### config.mk
export PLATFORM = sky130hd
export DESIGN_NAME = data_mem_initiator
export DESIGN_NICKNAME = d
export VERILOG_FILES = /design/src/rtl/dmi_pkg.sv /design/src/rtl/dmi_wait_counter.sv /design/src/rtl/data_mem_initiator.sv
export SDC_FILE = /design/constraint.sdc
export NUM_CORES = 1
export LEC_CHECK = 0
export ABC_AREA = 1
export CAP_MARGIN = 20
export CELL_PAD_IN_SITES_DETAIL_PLACEMENT = 2
export CELL_PAD_IN_SITES_GLOBAL_PLACEMENT = 2
export CORE_ASPECT_RATIO = 1.75
export CORE_MARGIN = 10
export CORE_UTILIZATION = 22
export CTS_BUF_LIST = sky130_fd_sc_hd__clkbuf_8 sky130_fd_sc_hd__clkbuf_16
export DETAILED_ROUTE_END_ITERATION = 7
export PLACE_DENSITY_LB_ADDON = 0.05
export RECOVER_POWER = 50
export SLEW_MARGIN = 15
export SYNTH_ARGS = -nofsm -noshare
export SYNTH_HDL_FRONTEND = slang
export SYNTH_SLANG_ARGS = --single-unit
### constraint.sdc
create_clock -name clk -period 2.8 [get_ports clk]
set_input_delay 0.56 -clock clk [delete_from_list [all_inputs] [get_ports clk]]
set_output_delay 0.56 -clock clk [all_outputs]
set_load 0.02 [all_outputs]
### src/rtl/dmi_pkg.sv
// Shared types, defaults and the address legality check for data_mem_initiator.
package dmi_pkg;

  typedef enum logic [1:0] {
    StIdle,
    StAccess,
    StDone
  } dmi_state_e;

  localparam int unsigned DefAddrW    = 18;
  localparam int unsigned DefBaseAddr = 1024;

  typedef struct packed {
    logic        legal;
    logic [29:0] word;
  } dmi_chk_t;

  // Word index relative to base; legal only if aligned, at/above base and inside addr_w bits.
  function automatic dmi_chk_t dmi_check_addr(input logic [31:0] addr, input logic [31:0] base,
                                              input int unsigned addr_w);
    dmi_chk_t    r;
    logic [31:0] off;
    off     = addr - base;
    r.word  = 30'(off >> 2);
    r.legal = (addr[1:0] == 2'b00) && (addr >= base) && ((r.word >> addr_w) == '0);
    return r;
  endfunction

endpackage

### src/rtl/dmi_wait_counter.sv
// Access-window counter: cleared by start, counts while en, flags the final window cycle.
module dmi_wait_counter #(
  parameter int unsigned ACCESS_CYCLES = 2
) (
  input  logic clk,
  input  logic rst,
  input  logic start,
  input  logic en,
  output logic last
);

  localparam int unsigned CntW = $clog2(ACCESS_CYCLES) + 1;

  logic [CntW-1:0] count_q, count_d;

  always_comb begin
    count_d = count_q;
    if (start) begin
      count_d = '0;
    end else if (en) begin
      count_d = count_q + 1'b1;
    end
  end

  always_ff @(posedge clk) begin
    if (rst) begin
      count_q <= '0;
    end else begin
      count_q <= count_d;
    end
  end

  assign last = (count_q == CntW'(ACCESS_CYCLES - 1));

endmodule

### src/rtl/data_mem_initiator.sv
// MEM-stage load/store engine driving a fixed-window data memory port.
// Build option: define DMI_WRITE_POST_EN to post legal stores in the background.
module data_mem_initiator
  import dmi_pkg::*;
#(
  parameter int unsigned ADDR_W        = DefAddrW,
  parameter int unsigned BASE_ADDR     = DefBaseAddr,
  parameter int unsigned ACCESS_CYCLES = 2
) (
  input  logic              clk,
  input  logic              rst,
  input  logic              req_rd,
  input  logic              req_wr,
  input  logic [31:0]       req_addr,
  input  logic [31:0]       req_wdata,
  output logic [31:0]       rdata,
  output logic              ready,
  output logic              err,
  output logic              mem_read,
  output logic              mem_write,
  output logic [ADDR_W-1:0] mem_addr,
  output logic [31:0]       mem_wdata,
  input  logic [31:0]       mem_rdata
);

`ifdef DMI_WRITE_POST_EN
  localparam bit PostEn = 1'b1;
`else
  localparam bit PostEn = 1'b0;
`endif

  dmi_state_e        state_q, state_d;
  logic              rd_q, wr_q, posted_q, err_q;
  logic [ADDR_W-1:0] addr_q;
  logic [31:0]       wdata_q, rdata_q;
  dmi_chk_t          chk;
  logic              req_any, req_legal, req_posted, cnt_last;

  assign chk        = dmi_check_addr(req_addr, 32'(BASE_ADDR), ADDR_W);
  assign req_any    = req_rd | req_wr;
  assign req_legal  = chk.legal & ~(req_rd & req_wr);
  assign req_posted = PostEn & req_wr & req_legal;

  dmi_wait_counter #(
    .ACCESS_CYCLES(ACCESS_CYCLES)
  ) u_wait_counter (
    .clk  (clk),
    .rst  (rst),
    .start(state_q == StIdle),
    .en   (state_q == StAccess),
    .last (cnt_last)
  );

  always_ff @(posedge clk) begin
    if (rst) begin
      state_q <= StIdle;
    end else begin
      state_q <= state_d;
    end
  end

  always_comb begin
    state_d = state_q;
    case (state_q)
      StIdle: begin
        if (req_any) begin
          state_d = req_legal ? StAccess : StDone;
        end
      end
      StAccess: begin
        // A posted store has nobody waiting on it, so it skips the DONE handshake.
        if (cnt_last) begin
          state_d = posted_q ? StIdle : StDone;
        end
      end
      StDone:  state_d = StIdle;
      default: state_d = StIdle;
    endcase
  end

  always_comb begin
    ready = 1'b0;
    case (state_q)
      StIdle:   ready = ~req_any | req_posted;
      StAccess: ready = posted_q & ~req_any;
      StDone:   ready = 1'b1;
      default:  ready = 1'b0;
    endcase
    mem_read  = (state_q == StAccess) & rd_q;
    mem_write = (state_q == StAccess) & wr_q;
    err       = (state_q == StDone) & err_q;
  end

  always_ff @(posedge clk) begin
    if (rst) begin
      rd_q     <= 1'b0;
      wr_q     <= 1'b0;
      posted_q <= 1'b0;
      err_q    <= 1'b0;
      addr_q   <= '0;
      wdata_q  <= '0;
      rdata_q  <= '0;
    end else begin
      if (state_q == StIdle && req_any) begin
        err_q <= ~req_legal;
        if (req_legal) begin
          rd_q     <= req_rd;
          wr_q     <= req_wr;
          posted_q <= req_posted;
          addr_q   <= ADDR_W'(chk.word);
          wdata_q  <= req_wdata;
        end
      end
      if (state_q == StAccess && cnt_last && rd_q) begin
        rdata_q <= mem_rdata;
      end
    end
  end

  assign mem_addr  = addr_q;
  assign mem_wdata = wdata_q;
  assign rdata     = rdata_q;

endmodule

==> metrics.md <==
| Metric | Value |
|---|---|
| Rel. slew slack | `0.528` |
| Leak | `approximately 3.5 nW` |
| Total power | `roughly 2.8 mW` |
| Sink Count | `between 80 and 90` |
| Num CTS Buffers | `9` |
| Yosys top cell area share | `0.379` |
| Top cells by area, synth | `dfxtp_1 (38%), nand2_1 (15%), inv_1 (11%), nor2_1 (8.1%), nand4_1 (7.2%)` |
| # DRC | `0` |
| Post-synth ARST share | `0` |
| Final Cycle Share | `0.942` |
| Via-to-Cell Ratio | `4.50` |
| Crit path DAT | `about 2100 ps` |
| Resized Gates After CTS | `0` |
| Largest net degree at the start of global routing | `35` |
| Final hold slack | `roughly 460 ps` |
| Total track usage | `0.152` |
| Remaining antenna violation count | `0` |
| Post-DP HPWL | `approximately 17,000 µm` |
| CP dominant cell by count | `clkdlybuf4s50_1` |
| Mapped Avg Cell Area | `between 6 and 7 µm²` |
| Total die area | `about 28,000 µm²` |
| Initial Utilization | `0.224` |
| Grt met1 use | `0.143` |
| Vias in the first global route | `around 6,200` |
| Die width | `between 100 and 150 µm` |
| Buffers on Ports | `between 150 and 200` |
| Sequential share of the synthesized area | `0.379` |
| Count leader, synth | `nand2_1` |
| Cell count after synthesis | `around 760` |
| Crit path max-delay cell type | `clkdlybuf4s50_1` |
| Status | `finished, final reports clean` |
| Global-route wire length before repair | `~33,000 µm` |
| Worst-path fanout max | `2` |
| Critical Path End Type | `primary output` |
| CTS max path bufs | `2` |
| Max Slew Vio Count | `0` |
| DR WL/cell | `approximately 17 µm` |
| Met2 usage | `0.300` |
| Highest clock rate | `approximately 380 MHz` |
| Cell total after placement | `between 1,000 and 1,500` |
| Startpoint types | `input pin` |
| Worst setup path category | `input pin to primary output` |
| Final WL | `between 20,000 and 25,000 µm` |
| CORE AREA | `around 21,000 µm²` |
| Worst Hold Class | `register to register` |
| PD cells | `~380 nW/µm²` |
| Design area | `7390 µm²` |
| Antenna violations before repair | `0` |
| Netlist cell types | `26` |
| Post-Syn Nets | `859` |
| Maximum resistive drop on vdd | `around 0.23 mV` |
| DR iter-0 viols | `approximately 110` |
| Fin crit period | `2640 ps` |
| Max-cap violations | `0` |
| CP peak stage delay | `roughly 700 ps` |
| GRT busiest layer | `met2` |
| Htree depth | `3` |
| Routing usage on met3 | `0.0350` |
| Setup_tns | `0 ps` |
| Clock Skews | `7.84 ps` |
| GPL Wtd Cong | `0.817` |
| Yosys warns | `0` |
| Post-synth top area cell | `dfxtp_1` |
| Hold-fix buffers, CTS | `0` |
| Flops & latches, synth | `89` |
| Root buffer cell | `clkbuf_16` |
| Synth top cells by count | `nand2_1 (193), inv_1 (136), nor2_1 (101), dfxtp_1 (89), nand4_1 (54)` |
| EDFF count, synth | `0` |
| Post-CTS Setup Inserts | `0` |
| Initial DRT Pass Iterations | `4` |
| Main synth FF type | `dfxtp_1` |
| I/O pin count | `186` |
| Worst path cell trace | `clkdlybuf4s50_1 > nor2_1 > nand2_1 > o21ai_0 > clkdlybuf4s50_1` |
| Skew-Pair Late Insertion Delay | `about 360 ps` |
| Pin slew with the least headroom to its limit | `around 700 ps` |
| CP required | `2240 ps` |
| Endpoints failing setup | `0` |
| Die span in y | `between 200 and 250 µm` |
| Nets | `1,066` |
| Fin cells | `1,219` |
| Antenna Cells | `0` |
| Mapped cell area | `about 4700 µm²` |
| Crit path max-delay family | `buffers and inverters` |
| Area grow syn2layout | `57.4%` |
| CTS tree | `done` |
| Vias | `~5,500` |
| FP Rows | `70` |
| Fraction of layout cells with a size suffix above 1 | `0.114` |
| Area after DPL | `about 7100 µm²` |
| Final hold violation count | `0` |
| RSZ-0062 raised after global routing | `no` |
| Clk slew on worst S/H paths | `around 60 ps` |
| Grt ovf | `0` |
| CP bufs+invs | `2` |
-- tightest hold or removal path: stages (launching register included) --
cell     delay, ps
dfxtp_1        310
nand2_1         60
a21oi_1         50
-- routing by layer --
metal | up-vias | wire, µm
li1 | 2695 | -
met1 | 2637 | 7310
met2 | 128 | 11900
met3 | 30 | 1040
met4 | 0 | 518
met5 | - | 0
-- kinds of logic after synthesis --
family | Yosys count | synth area share
fa+ha+maj | 3 | 0.00799
xor+xnor | 9 | 0.0168
compound gates | 40 | 0.0440
simple gates | 407 | 0.377
buf+inv | 208 | 0.175
flops | 89 | 0.379
-- through the flow --
stage / worst slack [ps] / utilization
2_1_floorplan: 614 / -
3_3_place_gp: -190 / 0.339
3_5_place_dp: -332 / 0.339
4_1_cts: 41.8 / 0.352
5_1_grt: 3.90 / 0.353
6_report: 162 / 0.353
-- cells in the final DEF (no fill, tap or decap) --
| cell | Yosys | routed |
|---|---|---|
| inv_1 | 136 | 137 |
| nand3_2 | 1 | 1 |
| a21oi_1 | 33 | 33 |
| nor3b_1 | 1 | 1 |
| clkbuf_16 | 0 | 9 |
| nor2_1 | 101 | 96 |
| clkinv_2 | 0 | 2 |
| dlygate4sd3_1 | 0 | 82 |
| nand3_1 | 46 | 46 |
| dfxtp_1 | 89 | 89 |
| inv_2 | 32 | 31 |
| xor2_1 | 4 | 4 |
| nand3b_1 | 1 | 1 |
| ha_1 | 3 | 3 |
| o21ai_1 | 2 | 2 |
| o21bai_1 | 1 | 1 |
| nand2_1 | 193 | 193 |
| nor2_4 | 3 | 8 |
| o21ai_0 | 3 | 3 |
| nand4_1 | 54 | 54 |
| nor3_1 | 3 | 3 |
| or2_2 | 1 | 1 |
| xnor2_1 | 5 | 5 |
| clkbuf_2 | 0 | 2 |
| clkdlybuf4s50_1 | 0 | 103 |
| clkbuf_8 | 0 | 1 |
| buf_6 | 4 | 2 |
| buf_4 | 0 | 45 |
| buf_12 | 0 | 2 |
| a311oi_1 | 1 | 1 |
| clkinvlp_4 | 0 | 3 |
| nor2_2 | 3 | 3 |
-- state kept, by name, summed over array words and instances (netlist names) --
signal,cells
mem_wdata,32
rdata,32
mem_addr,18
state_q,2
u_wait_counter.count_q,2
err_q,1
rd_q,1
wr_q,1
-- worst paths after layout --
path                    from        end  depth (start not counted)  slack [ps]
hold reg to reg    rdata[16]  rdata[16]                          2         460
setup / recovery      req_rd      ready                          5         160
hold / removal     rdata[16]  rdata[16]                          2         460
setup reg to reg  state_q[1]  rdata[10]                          8         430
-- cell type report --
class	instances	area (µm²)
Clock buffer	10	239
Sequential cell	89	1780
Inverter	168	631
Tap cell	252	315
Timing Repair Buffer	236	2260
Clock inverter	5	32.5
Fill cell	2586	13500
Multi-Input combinational cell	459	2130
-- power breakdown --
group / switching (mW) / internal, mW / total (mW)
combinational: 0.183 / 0.196 / 0.379
clock: 0.541 / 0.618 / 1.16
sequential: 0.00343 / 1.27 / 1.27
total: 0.728 / 2.08 / 2.81
(Power assumes the default switching activity.)
